<file path="config.mk">
export PLATFORM = sky130hd
export DESIGN_NAME = framebuf_port_arbiter
export DESIGN_NICKNAME = d
export VERILOG_FILES = /design/src/rtl/framebuf_port_arbiter.sv
export SDC_FILE = /design/constraint.sdc
export NUM_CORES = 1
export LEC_CHECK = 0
export ABC_AREA = 0
export BUFFER_PORTS_ARGS = -buffer_cell sky130_fd_sc_hd__buf_2
export CORE_MARGIN = 10
export CORE_UTILIZATION = 38
export CTS_CLUSTER_DIAMETER = 200
export CTS_CLUSTER_SIZE = 25
export DETAILED_ROUTE_END_ITERATION = 8
export HOLD_SLACK_MARGIN = 0.1
export PLACE_DENSITY = 0.61
export SYNTH_ARGS = -nofsm -noshare
export SYNTH_HDL_FRONTEND = slang
export SYNTH_SLANG_ARGS = --single-unit
</file>
<file path="constraint.sdc">
create_clock -name clk25 -period 4.55 [get_ports clk25]
set_clock_uncertainty 0.05 [all_clocks]
set_input_delay 0.455 -clock clk25 [delete_from_list [all_inputs] [get_ports clk25]]
set_output_delay 0.455 -clock clk25 [all_outputs]
set_load 0.02 [all_outputs]
</file>
<file path="src/rtl/framebuf_port_arbiter.sv">
// Single-port frame-buffer arbiter: display reads own the port,
// writer pixels are queued and retired on cycles with no read.
module framebuf_port_arbiter #(
    parameter int ADDR_W       = 17,
    parameter int DATA_W       = 12,
    parameter int FIFO_DEPTH   = 8,
    parameter int FRAME_PIXELS = 76800
) (
    input  logic                          clk25,
    input  logic                          reset,
    input  logic                          rd_req,
    input  logic [ADDR_W-1:0]             rd_addr,
    output logic [DATA_W-1:0]             rd_data,
    output logic                          rd_valid,
    input  logic                          wr_valid,
    input  logic [ADDR_W-1:0]             wr_addr,
    input  logic [DATA_W-1:0]             wr_data,
    output logic                          wr_ready,
    output logic                          mem_en,
    output logic                          mem_we,
    output logic [ADDR_W-1:0]             mem_addr,
    output logic [DATA_W-1:0]             mem_din,
    input  logic [DATA_W-1:0]             mem_dout,
    output logic [$clog2(FIFO_DEPTH):0]   fifo_count,
    output logic                          addr_err
);

    localparam int PTR_W = $clog2(FIFO_DEPTH);
    localparam int CNT_W = PTR_W + 1;
    localparam logic [CNT_W-1:0]  LP_DEPTH = CNT_W'(FIFO_DEPTH);
    localparam logic [ADDR_W-1:0] LP_LIMIT = ADDR_W'(FRAME_PIXELS);

    logic [ADDR_W-1:0] r_fifo_addr [FIFO_DEPTH];
    logic [DATA_W-1:0] r_fifo_data [FIFO_DEPTH];
    logic [PTR_W-1:0]  r_wr_ptr;
    logic [PTR_W-1:0]  r_rd_ptr;
    logic [CNT_W-1:0]  r_count;
    logic              r_rd_s1;
    logic              r_rd_valid;
    logic [DATA_W-1:0] r_rd_data;
    logic              r_addr_err;

    logic w_grant_rd;
    logic w_grant_wr;
    logic w_ready;
    logic w_push;
    logic w_addr_ok;
    logic w_store;

    // Reads always win; the FIFO only drains on read-free cycles.
    assign w_grant_rd = !reset && rd_req;
    assign w_grant_wr = !reset && !rd_req && (r_count != '0);

    assign w_ready   = !reset && (r_count < LP_DEPTH);
    assign w_push    = wr_valid && w_ready;
    assign w_addr_ok = (wr_addr < LP_LIMIT);
    assign w_store   = w_push && w_addr_ok;

    always_ff @(posedge clk25) begin
        if (reset) begin
            r_wr_ptr <= '0;
            r_rd_ptr <= '0;
            r_count  <= '0;
        end else begin
            if (w_store) begin
                r_wr_ptr <= r_wr_ptr + PTR_W'(1);
            end
            if (w_grant_wr) begin
                r_rd_ptr <= r_rd_ptr + PTR_W'(1);
            end
            unique case ({w_store, w_grant_wr})
                2'b10:   r_count <= r_count + CNT_W'(1);
                2'b01:   r_count <= r_count - CNT_W'(1);
                default: r_count <= r_count;
            endcase
        end
    end

    always_ff @(posedge clk25) begin
        if (w_store) begin
            r_fifo_addr[r_wr_ptr] <= wr_addr;
            r_fifo_data[r_wr_ptr] <= wr_data;
        end
    end

    always_comb begin
        mem_en   = 1'b0;
        mem_we   = 1'b0;
        mem_addr = '0;
        mem_din  = '0;
        if (w_grant_rd) begin
            mem_en   = 1'b1;
            mem_addr = rd_addr;
        end else if (w_grant_wr) begin
            mem_en   = 1'b1;
            mem_we   = 1'b1;
            mem_addr = r_fifo_addr[r_rd_ptr];
            mem_din  = r_fifo_data[r_rd_ptr];
        end
    end

    // Stage 1 covers the BRAM's own read register; stage 2 captures dout.
    always_ff @(posedge clk25) begin
        if (reset) begin
            r_rd_s1    <= 1'b0;
            r_rd_valid <= 1'b0;
            r_rd_data  <= '0;
        end else begin
            r_rd_s1    <= w_grant_rd;
            r_rd_valid <= r_rd_s1;
            if (r_rd_s1) begin
                r_rd_data <= mem_dout;
            end
        end
    end

    always_ff @(posedge clk25) begin
        if (reset) begin
            r_addr_err <= 1'b0;
        end else if (w_push && !w_addr_ok) begin
            r_addr_err <= 1'b1;
        end
    end

    assign wr_ready   = w_ready;
    assign rd_valid   = r_rd_valid;
    assign rd_data    = r_rd_data;
    assign fifo_count = r_count;
    assign addr_err   = r_addr_err;

endmodule
</file>
== After elaboration in Yosys (flattened, before gate mapping) ==
Memories as Yosys holds them, arrays and structs flattened. A register that Yosys moved wholly into a read port is not among the register bits.
Cells that the tools add are included.
W data, S select, Z words.
Storage, ports and cells
  word-level logic and storage cells: 43
  input port bits: 62
  output and inout bits: 50
  register bits after elaboration: 25
  memories kept: 2
  bits in writable memories: 232
Cells by class
  add/sub/neg operators: 4
  eq/ne operators: 2
  mux-type cells: 14
  order comparisons: 2
  reduce and logical (&&, ||, !) cells: 12
Memory list
  r_fifo_addr: words 8, width 17, read ports 1, clocked after memory_dff 1, wr ports 1, RTL line 33  | logic [ADDR_W-1:0] r_fifo_addr [FIFO_DEPTH];
  r_fifo_data: words 8, width 12, read ports 1, clocked after memory_dff 1, wr ports 1, RTL line 34  | logic [DATA_W-1:0] r_fifo_data [FIFO_DEPTH];
Operator list (number)
  $mux W17: 2
  $mux W12: 2
  $lt A17 B17 Y1 const B: 1
  $mux W3: 4
  $pmux W4 S2: 1
  $logic_and A1 B1 Y1: 7
  $add A3 B1 Y3 const B: 2
  $mux W1: 5
  $add A4 B1 Y4 const B: 1
  $lt A4 B4 Y1 const B: 1
  $reduce_bool A4 Y1: 1
  $sub A4 B1 Y4 const B: 1
  $logic_not A1 Y1: 3
  $eq A2 B1 Y1 const B: 1
  $eq A2 B2 Y1 const B: 1
  $reduce_bool A2 Y1: 1

== Depth between registers and ports, before layout ==
  depth after elaboration: 6
  mapped depth: 12
  gate-level depth less buffers: 10

== Least setup slack after synthesis ==
OpenSTA, ideal clock, no wires.
  path kind: input port to flip-flop
  start: input reset
  end: memory r_fifo_addr[0][0] (enable)
  setup slack: 0.644 ns
  stages: 4
  buffers on the path: 0
  data required time: 4.049 ns
  arrival: 3.404 ns
  library setup time: 0.451 ns
  path through: or3b_1 a311oi_4 nand2b_1 nor3_1
Between the ends
  word-level cells in the longest chain between the ends: 6
Ends and longest elaborated chain
  from (decl): RTL line 10  | input logic reset,
  $logic_not A1 Y1: RTL line 54  | assign w_ready = !reset && (r_count < LP_DEPTH);
  $logic_and A1 B1 Y1: RTL line 54
  $logic_and A1 B1 Y1: RTL line 55  | assign w_push = wr_valid && w_ready;
  $logic_and A1 B1 Y1: RTL line 57  | assign w_store = w_push && w_addr_ok;
  $mux W1: RTL line 80  | if (w_store) begin
  $mux W1 (not written as such): RTL line 81  | r_fifo_addr[r_wr_ptr] <= wr_addr;
  to (decl): RTL line 33
Every way passes these cells.

==> reports/summary.md <==
• standard-cell rows: 59
• Reg area: 7530 um^2
• via count: 5227
• largest fanout on the critical path: 23
• Required @ worst endpoint: 4050 ps
• post-CTS clock slew at the launch and capture registers of the worst setup and hold paths: 90 ps
• reg-to-reg slack, setup: 1140 ps
• end point of the most critical hold path: rd_data[6]$_SDFFE_PP0P_
• number of synthesized flops with an enable pin: 232
• worst reg2reg endpoint: fifo_count[2]$_SDFFE_PP0P_
• transition time of the tightest slew-check pin: 1180 ps
• most instantiated cells after synthesis: 232 x edfxtp_1, 62 x mux2i_1, 45 x nor2_1
• sequential power share: 61.2%
• NumNets Final: 718
• cell area after placement: 11100 um^2
• post-synthesis register bit count: 260
• switching part of the total power: 21.7%
• share of synthesized flip-flops with an asynchronous set or reset: 0%
• number of buffers on the longest clock path: 3
• synthesized instance count: 542
• antenna violations before repair: 4
• overflow left after global routing: 0
• critical path data arrival time: 3010 ps
• unrepaired setup endpoints after global routing: false
• worst supply voltage drop on vdd: 0.170 mV
• Netlist cell types: 38
• wire length of the first global-routing pass: 32.7 mm
• starting utilization of the core area: 38.8%
• kind of capture point of the worst setup path: output pin
• maximum capacitance violations: 0
• result of the run: complete, no violations
• routed wire length: 21.5 mm
• # fillers: 2279
• TritonCTS clock tree: built
• hold-critical path depth: 3
• area of the die: 33700 um^2
• total standard cell area after synthesis: 10200 um^2
• post-CTS resize count: 0
• Power Internal: 3.40 mW
• P per Cell Area: 376 nW/um^2
• vias per cell: 5.25
• number of remaining DRC errors: 0
• Placed Cells: 970
• filler-free cell count of the finished design: 996
• crit share post-route: 77.2%
• final instance area: 11600 um^2
• clock network fraction of design power: 31.2%
• time the worst path needs with I/O delays and setup: 3510 ps
• drt first pass iters: 4
• number of I/O port buffers: 111
• Sink Count: 260
• floorplan die width: 184 um
• post-route setup TNS: 0 ps
• post-CTS setup buffer count: 0
• area taken by multi-input logic gates: 2540 um^2
• cell taking the most area after synthesis: edfxtp_1
• normalized max-slew margin: 21.4%
• Core Box Area: 26200 um^2
• total routing usage reported by global routing: 12.4%
• share of Yosys cell area claimed by the top area cell type: 68.5%
• vertical die dimension: 184 um
• final-report max-slew violation count: 0
• H-tree levels: 1
• static leakage: 3.82 nW
• worst hold margin: 153 ps
• number of top-level design ports: 112
• startpoint of the lowest-slack hold path: mem_dout[6]
• Tot Pwr: 4.34 mW
• hold buffer count at CTS: 0
• sequential element share of the synthesized area: 74.0%
• class of the tightest hold or removal check: input pin to register
• total of warnings raised by yosys: 0
• top post-synthesis cells by area: edfxtp_1 68%, mux4_2 9.1%, mux2i_1 6.1%, dfxtp_1 5.5%, nor2_1 1.7%
• drt initial violations: 301
• final weighted congestion of routability-driven global placement: 0.724
• fmax: 0.285 GHz
• P&R area growth vs syn: 13.7%
• Avg Synthesized Cell Area: 18.8 um^2
• worst reg-to-reg path cell count: 10
• largest net degree at the start of global routing: 43
• path type of the worst setup path: register to output pin
• worst flop-to-flop path startpoint: fifo_count[3]$_SDFFE_PP0P_
• number of failing hold endpoints at the final stage: 0
• combinational group share of total power: 7.6%
• NetSw: 0.943 mW
• kind of start point of the critical path: register
• Top FF cell, synth: edfxtp_1
• leading cell type by number of instances after synthesis: edfxtp_1
• synthesized net count: 609
• CTS buffer count: 14
• half-perimeter wire length after placement: 13.7 mm
• post-detailed-route wirelength per cell: 21.6 um
• count of final setup violators: 0
• number of nets with antenna violations after detailed routing: 0
• fraction of layout instances using a drive strength above 1: 29.6%
• Clk Latency, worst-skew pair: 480 ps
• via count of the first global-routing pass: 5751
• clock root buffer master: clkbuf_16
[cells by family (layout without fill, tap and decap cells)]
| group | Yosys count | in the layout | share of synthesized area, % |
|---|---|---|---|
| flip-flops | 260 | 260 | 74.0 |
| multiplexers | 104 | 104 | 15.3 |
| AND/OR/NAND/NOR | 88 | 88 | 4.19 |
| AO/OA/AOI/OAI | 48 | 48 | 3.85 |
| buffers and inverters | 32 | 149 | 1.64 |
| adder cells (fa/ha/maj) | 5 | 5 | 0.615 |
| XOR/XNOR | 5 | 5 | 0.431 |
| other | 0 | 2 | 0 |
[worst max-delay path by stage]
| stage | slack, ps | end | cells after the start |
|---|---|---|---|
| 2_1_floorplan | 640 | r_fifo_addr[0][0]$_DFFE_PP_ | 4 |
| 3_3_place_gp | 1130 | fifo_count[3]$_SDFFE_PP0P_ | 8 |
| 3_5_place_dp | 980 | fifo_count[2]$_SDFFE_PP0P_ | 10 |
| 4_1_cts | 970 | mem_addr[14] | 4 |
| 5_1_grt | 830 | fifo_count[2]$_SDFFE_PP0P_ | 10 |
| 6_report | 1040 | mem_addr[14] | 4 |
[placed cells by master, fill, tap and decap left out, drive strengths merged, types with 2 or more instances in the layout]
cell	netlist	final
mux2i	62	62
mux4	41	41
nand2b	17	17
a221o	5	5
diode	0	2
nor4bb	2	2
a22oi	12	12
nor3	2	2
or3	2	2
nand2	11	11
buf	19	121
o21ai	9	9
a21oi	4	4
xnor2	2	2
a32o	12	12
clkbuf	9	23
inv	4	5
edfxtp	232	232
nor2b	5	5
nor2	45	45
xor2	3	3
ha	5	5
dfxtp	28	28
[area by class of cell]
type | count | share of cell area [%]
repair buffers | 121 | 5.45
diodes | 2 | 0.0433
clock inverters | 1 | 0.141
multi-input cells | 250 | 21.9
clock buffers | 23 | 3.51
inverters | 4 | 0.130
flip-flops and latches | 260 | 65.2
well taps | 335 | 3.63
[critical path, stage by stage, from the launching register on]
cell and delay (ps):
dfxtp_2 730, nor2b_1 1000, a22oi_1 270, a32o_1 360, buf_2 170
[flip-flops by register name, indices dropped and copies added (netlist names), named ones only]
name and cells:
rd_valid 1, r_rd_s1 1, r_fifo_addr 136, r_rd_ptr 3, r_wr_ptr 3, fifo_count 4, addr_err 1, rd_data 12
r_fifo_data 96
[power by group through the flow]
stage	clock (mW)	combinational (mW)	sequential, mW
finish	1.36	0.329	2.66
global route	1.47	0.358	2.67
CTS	1.39	0.335	2.66
detailed placement	0	0.334	2.71
global placement	0	0.324	2.71
floorplan	0	0.230	2.70
[through the flow]
stage / utilization [%] / setup WS (ps)
floorplan: - / 644
global placement: 42.5 / 1130
detailed placement: 42.5 / 980
CTS: 44.1 / 972
global route: 44.1 / 825
finish: 44.1 / 1040
[routing by layer]
layer | global-route usage [%] | share of wire, % | up-vias
met2 | 20.4 | 47 | 146
li1 | - | - | 2370
met3 | 3.91 | 8.1 | 25
met1 | 15.9 | 43 | 2682
met5 | 0 | 0.098 | -
met4 | 2.56 | 1.2 | 4
No activity file was read; power rests on OpenSTA's default activity.
